$ cat config.mk
export PLATFORM = sky130hd
export DESIGN_NAME = vga_timing_gen
export DESIGN_NICKNAME = d
export VERILOG_FILES = /design/src/rtl/vga_timing_gen.sv
export SDC_FILE = /design/constraint.sdc
export NUM_CORES = 1
export LEC_CHECK = 0
export CAP_MARGIN = 20
export CORE_ASPECT_RATIO = 2
export CORE_MARGIN = 4
export CORE_UTILIZATION = 45
export CTS_CLUSTER_DIAMETER = 80
export DETAILED_ROUTE_END_ITERATION = 10
export PLACE_DENSITY = 0.66
export SLEW_MARGIN = 20
export SYNTH_ARGS = -nofsm -noshare
export SYNTH_HDL_FRONTEND = slang
export SYNTH_SLANG_ARGS = --single-unit
$ cat constraint.sdc
create_clock -name clk -period 3.25 [get_ports clk]
set_input_delay 0.65 -clock clk [delete_from_list [all_inputs] [get_ports clk]]
set_output_delay 0.65 -clock clk [all_outputs]
set_load 0.01 [all_outputs]
$ cat src/rtl/vga_timing_gen.sv
// Parametrised VGA raster timing generator: prescaled pixel tick, horizontal and
// vertical counters, and a registered decode of sync, blanking, coordinates and markers.
module vga_timing_gen #(
    parameter int CLK_PER_PIX = 2,
    parameter int H_SYNC      = 96,
    parameter int H_BP        = 48,
    parameter int H_ACTIVE    = 640,
    parameter int H_FP        = 16,
    parameter int V_SYNC      = 2,
    parameter int V_BP        = 33,
    parameter int V_ACTIVE    = 480,
    parameter int V_FP        = 10,
    parameter int HS_POL      = 0,
    parameter int VS_POL      = 0,
    parameter int HW          = 10,
    parameter int VW          = 10
) (
    input  logic          clk,
    input  logic          reset,
    input  logic          en,
    output logic          hsync,
    output logic          vsync,
    output logic          display_time,
    output logic          pixel_en,
    output logic [HW-1:0] pixel_x,
    output logic [VW-1:0] pixel_y,
    output logic          line_start,
    output logic          frame_start
);

    localparam int H_TOTAL   = H_SYNC + H_BP + H_ACTIVE + H_FP;
    localparam int V_TOTAL   = V_SYNC + V_BP + V_ACTIVE + V_FP;
    localparam int H_ACT_BEG = H_SYNC + H_BP;
    localparam int H_ACT_END = H_SYNC + H_BP + H_ACTIVE;
    localparam int V_ACT_BEG = V_SYNC + V_BP;
    localparam int V_ACT_END = V_SYNC + V_BP + V_ACTIVE;
    localparam int PW        = (CLK_PER_PIX > 1) ? $clog2(CLK_PER_PIX) : 1;

    localparam logic [PW-1:0] P_LAST = PW'(CLK_PER_PIX - 1);
    localparam logic [HW-1:0] H_LAST = HW'(H_TOTAL - 1);
    localparam logic [VW-1:0] V_LAST = VW'(V_TOTAL - 1);
    localparam logic          HS_ON  = (HS_POL != 0);
    localparam logic          VS_ON  = (VS_POL != 0);

    logic [PW-1:0] p_q, p_d;
    logic [HW-1:0] h_q, h_d;
    logic [VW-1:0] v_q, v_d;
    logic          hsync_q, hsync_d;
    logic          vsync_q, vsync_d;
    logic          disp_q, disp_d;
    logic          pen_q, pen_d;
    logic [HW-1:0] px_q, px_d;
    logic [VW-1:0] py_q, py_d;
    logic          ls_q, ls_d;
    logic          fs_q, fs_d;

    logic          tick;
    logic          h_wrap;
    logic          h_act;
    logic          v_act;
    logic [31:0]   h_ext;
    logic [31:0]   v_ext;

    always_comb begin
        tick   = (p_q == P_LAST);
        h_wrap = (h_q == H_LAST);
        p_d    = tick ? '0 : p_q + PW'(1);
        h_d    = h_q;
        v_d    = v_q;
        if (tick) begin
            h_d = h_wrap ? '0 : h_q + HW'(1);
            if (h_wrap) begin
                v_d = (v_q == V_LAST) ? '0 : v_q + VW'(1);
            end
        end

        // Decode in 32 bits so segment bounds never alias in a narrow counter.
        h_ext   = 32'(h_q);
        v_ext   = 32'(v_q);
        h_act   = (h_ext >= 32'(H_ACT_BEG)) && (h_ext < 32'(H_ACT_END));
        v_act   = (v_ext >= 32'(V_ACT_BEG)) && (v_ext < 32'(V_ACT_END));
        hsync_d = (h_ext < 32'(H_SYNC)) ? HS_ON : ~HS_ON;
        vsync_d = (v_ext < 32'(V_SYNC)) ? VS_ON : ~VS_ON;
        disp_d  = h_act && v_act;
        px_d    = disp_d ? HW'(h_ext - 32'(H_ACT_BEG)) : '0;
        py_d    = disp_d ? VW'(v_ext - 32'(V_ACT_BEG)) : '0;
        pen_d   = disp_d && (p_q == '0);
        ls_d    = (h_q == '0) && (p_q == '0);
        fs_d    = ls_d && (v_q == '0);
    end

    always_ff @(posedge clk or posedge reset) begin
        if (reset) begin
            p_q     <= '0;
            h_q     <= '0;
            v_q     <= '0;
            hsync_q <= ~HS_ON;
            vsync_q <= ~VS_ON;
            disp_q  <= 1'b0;
            pen_q   <= 1'b0;
            px_q    <= '0;
            py_q    <= '0;
            ls_q    <= 1'b0;
            fs_q    <= 1'b0;
        end else if (en) begin
            p_q     <= p_d;
            h_q     <= h_d;
            v_q     <= v_d;
            hsync_q <= hsync_d;
            vsync_q <= vsync_d;
            disp_q  <= disp_d;
            pen_q   <= pen_d;
            px_q    <= px_d;
            py_q    <= py_d;
            ls_q    <= ls_d;
            fs_q    <= fs_d;
        end
    end

    assign hsync        = hsync_q;
    assign vsync        = vsync_q;
    assign display_time = disp_q;
    assign pixel_en     = pen_q;
    assign pixel_x      = px_q;
    assign pixel_y      = py_q;
    assign line_start   = ls_q;
    assign frame_start  = fs_q;

endmodule
==> Word level (Yosys, flattened, before mapping) <==
Cells that the tools add are included.
{ "word_totals": {"out_inout_bits": 26, "register_bits": 47} }
{ "op_classes": {"bitwise_logic": 1, "n_lt_le_gt_ge": 6, "add_sub_neg": 5, "eq_ne": 2, "reduce_logical": 10, "n_mux": 7} }
{ "ops": {"columns": ["op", "count"], "rows": [
  ["10-bit 2-to-1 mux", 4],
  ["10-bit by 1-bit adder with 10-bit output (second input constant)", 2],
  ["10-bit equality test (second input constant)", 2],
  ["10-bit zero test", 2],
  ["10-bit less-than comparator (second input constant)", 2],
  ["10-bit by 6-bit greater-or-equal comparator with 1-bit output (second input constant)", 1],
  ["10-bit by 8-bit greater-or-equal comparator with 1-bit output (second input constant)", 1],
  ["10-bit by 2-bit less-than comparator with 1-bit output (second input constant)", 1],
  ["10-bit by 7-bit less-than comparator with 1-bit output (second input constant)", 1],
  ["10-bit by 6-bit subtractor with 10-bit output (second input constant)", 1],
  ["10-bit by 8-bit subtractor with 10-bit output (second input constant)", 1],
  ["1-bit logical AND", 6],
  ["1-bit 2-to-1 mux", 3],
  ["3-bit AND reduction", 1],
  ["2-bit AND reduction", 1],
  ["1-bit adder (second input constant)", 1],
  ["1-bit inverter", 1]
]} }

==> Logic depth before layout (Yosys ltp) <==
{ "logic_depth": {"ltp_word": 4, "mapped_depth": 7, "depth_no_buf": 6} }

==> Worst setup path before layout <==
OpenSTA, ideal clock, no wires.
{ "synth_timing": {"kind": "register -> register", "from": "register v_q[3]", "to": "register px_q[8] (netlist: pixel_x[8])", "setup_ns": 0.095, "arrival_ns": 1.932, "path_stages_with_launch": 7, "slack_ns": 1.222, "required_time_ns": 3.155, "path_buffers": 2, "period_less_slack_ns": 2.028, "cell_sequence": "dfrtp_1 -> buf_6 -> or3_1 -> o41a_1 -> a2111o_1 -> buf_6 -> o31ai_1"} }
{ "synth_via": {"elab_chain_cells": 4} }
{ "synth_lines": {"columns": ["element", "line_no", "rtl"], "rows": [
  ["start: declaration", "47", "logic [VW-1:0] v_q, v_d;"],
  ["start signal: assignment", "108", "v_q <= v_d;"],
  ["10-bit by 6-bit greater-or-equal comparator with 1-bit output or 10-bit less-than comparator (tied branches)", "81", "v_act = (v_ext >= 32'(V_ACT_BEG)) && (v_ext < 32'(V_ACT_END));"],
  ["1-bit logical AND (*)", "81", null],
  ["1-bit logical AND (*)", "84", "disp_d = h_act && v_act;"],
  ["10-bit 2-to-1 mux (*)", "85", "px_d = disp_d ? HW'(h_ext - 32'(H_ACT_BEG)) : '0;"],
  ["end signal: assignment", "113", "px_q <= px_d;"],
  ["end: declaration", "52", "logic [HW-1:0] px_q, px_d;"]
]} }
Every way passes the cells marked *; elsewhere a longest branch is shown, timed or not.
A chain may end at the register's enable or synchronous reset.

==> Worst setup path in the final report <==
{ "layout_timing": {"from": "register v_q[2]", "to": "register py_q[8] (netlist: pixel_y[8])"} }
{ "layout_via": {"elab_chain_cells": 4} }
{ "layout_lines": {"columns": ["element", "line_no", "rtl"], "rows": [
  ["10-bit by 6-bit greater-or-equal comparator with 1-bit output or 10-bit less-than comparator (tied branches)", "81", null],
  ["1-bit logical AND", "81", null],
  ["1-bit logical AND", "84", null],
  ["10-bit 2-to-1 mux (*)", "86", "py_d = disp_d ? VW'(v_ext - 32'(V_ACT_BEG)) : '0;"],
  ["end signal: assignment", "114", "py_q <= py_d;"],
  ["end: declaration", "53", "logic [VW-1:0] py_q, py_d;"]
]} }
Marks and branches as above.

==> results summary <==
The run finished with clean final reports. The maximum root-to-sink buffer count came out at 2. The flip-flop and latch count after synthesis is 47. The setup path with the least slack is of type reg -> reg. The data arrival time of the worst path is 2.72 ns. The total wire length after detailed routing is 5.97 mm. The root buffer cell chosen for the clock tree is sky130_fd_sc_hd__clkbuf_8. The number of vias in the routed layout is 1964.

The mean routed wirelength per cell came out at 17.5 um. The number of failing hold endpoints at the final stage is 0. The count of nets left with antenna violations once routing finished came out at 0. For this run, design rule violations remaining after detail routing come to 0. Max-cap violations in this run came to 0. The global route total overflow came out at 0. The share of total power dissipated in the clock network is 0.258. The count of boundary I/O pins came out at 29.

The design draws 1.42 mW. The share of flip-flops with an asynchronous set or reset is 1.00. The number of synthesis warnings came out at 0. The final-report setup violation count came out at 0. Setup repair after global routing left no endpoint under its margin.

The power share of the sequential group is 0.510. The count of final max-slew check failures is 0. The top cell types in the final layout, fill and taps aside, are sky130_fd_sc_hd__dfrtp_1 (45), sky130_fd_sc_hd__nand2_1 (38), sky130_fd_sc_hd__clkdlybuf4s50_1 (28).

TritonCTS built the clock tree. The area of the core came out at 5370 sq um. The worst setup path is captured at a register.

In the synthesized netlist the dominant register cell turns out to be sky130_fd_sc_hd__dfrtp_1. After clock tree synthesis, the setup repair step added 0 buffers. In this run the number of H-tree levels came out at 2. The switching power summed over all nets is 0.470 mW. The final weighted congestion of routability-driven global placement is 0.878.

Of all nets on the critical path, the largest fanout is 12. Entering global routing, the biggest net connects 48 pins. The overall die height came out at 113 um. The post-synthesis cell area came out at 2470 sq um. Post-CTS repair changed the size of 0 cells. The die covers 6820 sq um. The antenna diode count is 0. The total power per unit cell area is 494 nW/um^2. Port buffering added 28 buffers. The number of antenna violations at the first check in global routing came out at 0.

Counting every net in the synthesized netlist gives 271. For this design, the CTS-stage hold fixing added 0 buffers. The number of different library cells in the post-synthesis netlist is 34. The wire length of the first global-routing pass came out at 10.1 mm. Leaving out fill and tap cells, the most frequent cell in the layout is sky130_fd_sc_hd__dfrtp_1. The number of synthesized flops with an enable pin is 0. The total number of nets in the final design came out at 293.

The violation count after the first detailed-routing iteration is 45. The post-route worst hold slack came out at 0.488 ns. The part of the power in combinational logic came out at 0.232.

The clock arrives with 0.00839 ns of skew. The count of clock tree sinks came out at 47. The starting density of the core is 0.460. The site row count came out at 38. The part of the cycle the worst path needs is 0.769.

For the pin with the worst max-slew slack, the measured transition is 0.616 ns. The internal power of the cells totals 0.949 mW. The fmax is 400 MHz. The synthesis-to-layout area growth is 16.0%.

The horizontal die dimension is 60.4 um. The total routing resource utilization after global routing came out at 0.196. The clock latency of the later-clocked register in the worst-skew pair came out at 0.31 ns. The via count of the first global-routing pass came out at 2022. The worst setup path is launched from a register.

The first-pass iteration count of the detailed router is 4. The fraction of power spent switching nets came out at 0.331. The tightest min-delay check is of the reg -> reg type. The average cell area after synthesis is 9.51 sq um. The number of buffers created by CTS came out at 5.

In the final layout, the share of cells above drive strength 1 is 0.0567. The detailed-placement wirelength estimate is 4.28 mm. Across the VDD grid, the largest voltage drop is 0.000436 V. After clock tree synthesis, the clock-pin slew on the worst setup and hold paths is 0.09 ns.

After filler insertion, the fill cell instance count of the layout stands at 510. In this run the tightest slew margin relative to its limit is 0.590. The number of instances in the synthesized netlist is 260.

The time the final worst path needs with I/O delays and setup came out at 2.50 ns. Summed over all cells, the static leakage comes to 1.27 nW. The data required time of the critical path came out at 3.47 ns.

The number of vias per cell after detailed routing is 5.74. Setup total negative slack on the finished layout was measured at 0 ns. The sequential-to-total area share from yosys stat came out at 0.476.
==> layer usage <==
metal	track usage	up-vias	wire length [um]
li1	-	959	-
met1	0.228	939	2330
met2	0.333	50	3220
met3	0.0354	16	197
met4	0.0984	0	227
met5	0	-	0
==> synth_stat cells (all sizes together) (8+ instances only) <==
cell     number  share of area
dfrtp        45           0.46
nand2        38          0.058
o21ai        15          0.030
clkbuf       13          0.020
o2bb2ai      13          0.046
inv          12          0.018
nand3        11          0.022
o31ai        11          0.033
xnor2        11          0.039
nor3          9          0.018
xor2          9          0.032
a21oi         8          0.016
ha            8          0.040
nor2          8          0.012
==> worst paths after layout <==
| path | cells after the start | start | end | slack (ns) |
|---|---|---|---|---|
| worst max-delay path | 5 | v_q[2] | pixel_y[8] | 0.75 |
| worst min-delay path | 2 | pixel_y[9] | pixel_y[9] | 0.49 |
| worst max register to register | 5 | v_q[2] | pixel_y[8] | 0.75 |
| worst min register to register | 2 | pixel_y[9] | pixel_y[9] | 0.49 |
| max in group asynchronous | 3 | reset | h_q[0] | 2.03 |
| min in group asynchronous | 3 | reset | pixel_y[6] | 0.81 |
==> metrics by stage <==
step | utilization | std cells | instance area, sq um | setup WS (ns)
5_1_grt | 0.534 | 342 | 2870 | 0.604
2_1_floorplan | - | 260 | 2470 | 1.22
4_1_cts | 0.534 | 342 | 2870 | 0.767
6_report | 0.534 | 342 | 2870 | 0.749
3_3_place_gp | 0.518 | 335 | 2780 | 0.712
3_5_place_dp | 0.518 | 335 | 2780 | 0.622
==> worst max-delay path: stages (launching register included) <==
cell,delay [ns]
sky130_fd_sc_hd__dfrtp_1,0.52
sky130_fd_sc_hd__or3_1,0.44
sky130_fd_sc_hd__o41a_1,0.39
sky130_fd_sc_hd__a2111o_1,0.55
sky130_fd_sc_hd__buf_4,0.27
sky130_fd_sc_hd__o31ai_1,0.23
==> layout make-up <==
class,instances,area [sq um],area share
inverters,12,45.0,0.0157
clock inverters,1,5.00,0.00174
repair buffers,34,325,0.113
well taps,60,75.1,0.0262
flip-flops and latches,47,1180,0.411
clock buffers,6,82.6,0.0288
multi-input cells,182,1160,0.404
==> cells by family (layout without fill, tap and decap cells) <==
kind of cell / Yosys count / in the layout / share of synthesized area
AND/OR/NAND/NOR: 94 / 94 / 0.189
AO/OA/AOI/OAI: 60 / 60 / 0.168
flip-flops: 47 / 47 / 0.476
buffers and inverters: 31 / 53 / 0.0551
XOR/XNOR: 20 / 20 / 0.0708
adder cells (fa/ha/maj): 8 / 8 / 0.0405
==> registers in the layout, summed over array words and instances (netlist names), 10 cells and up <==
| name | cells |
|---|---|
| h_q | 10 |
| pixel_x | 10 |
| pixel_y | 10 |
| v_q | 10 |
==> power groups by stage <==
stage	combinational [mW]	clock, mW	sequential [mW]
2_1_floorplan	0.215	0	0.718
3_5_place_dp	0.332	0	0.735
5_1_grt	0.372	0.401	0.735
6_report	0.329	0.366	0.723
4_1_cts	0.334	0.376	0.724
3_3_place_gp	0.330	0	0.734
No activity file was read; power rests on OpenSTA's default activity.
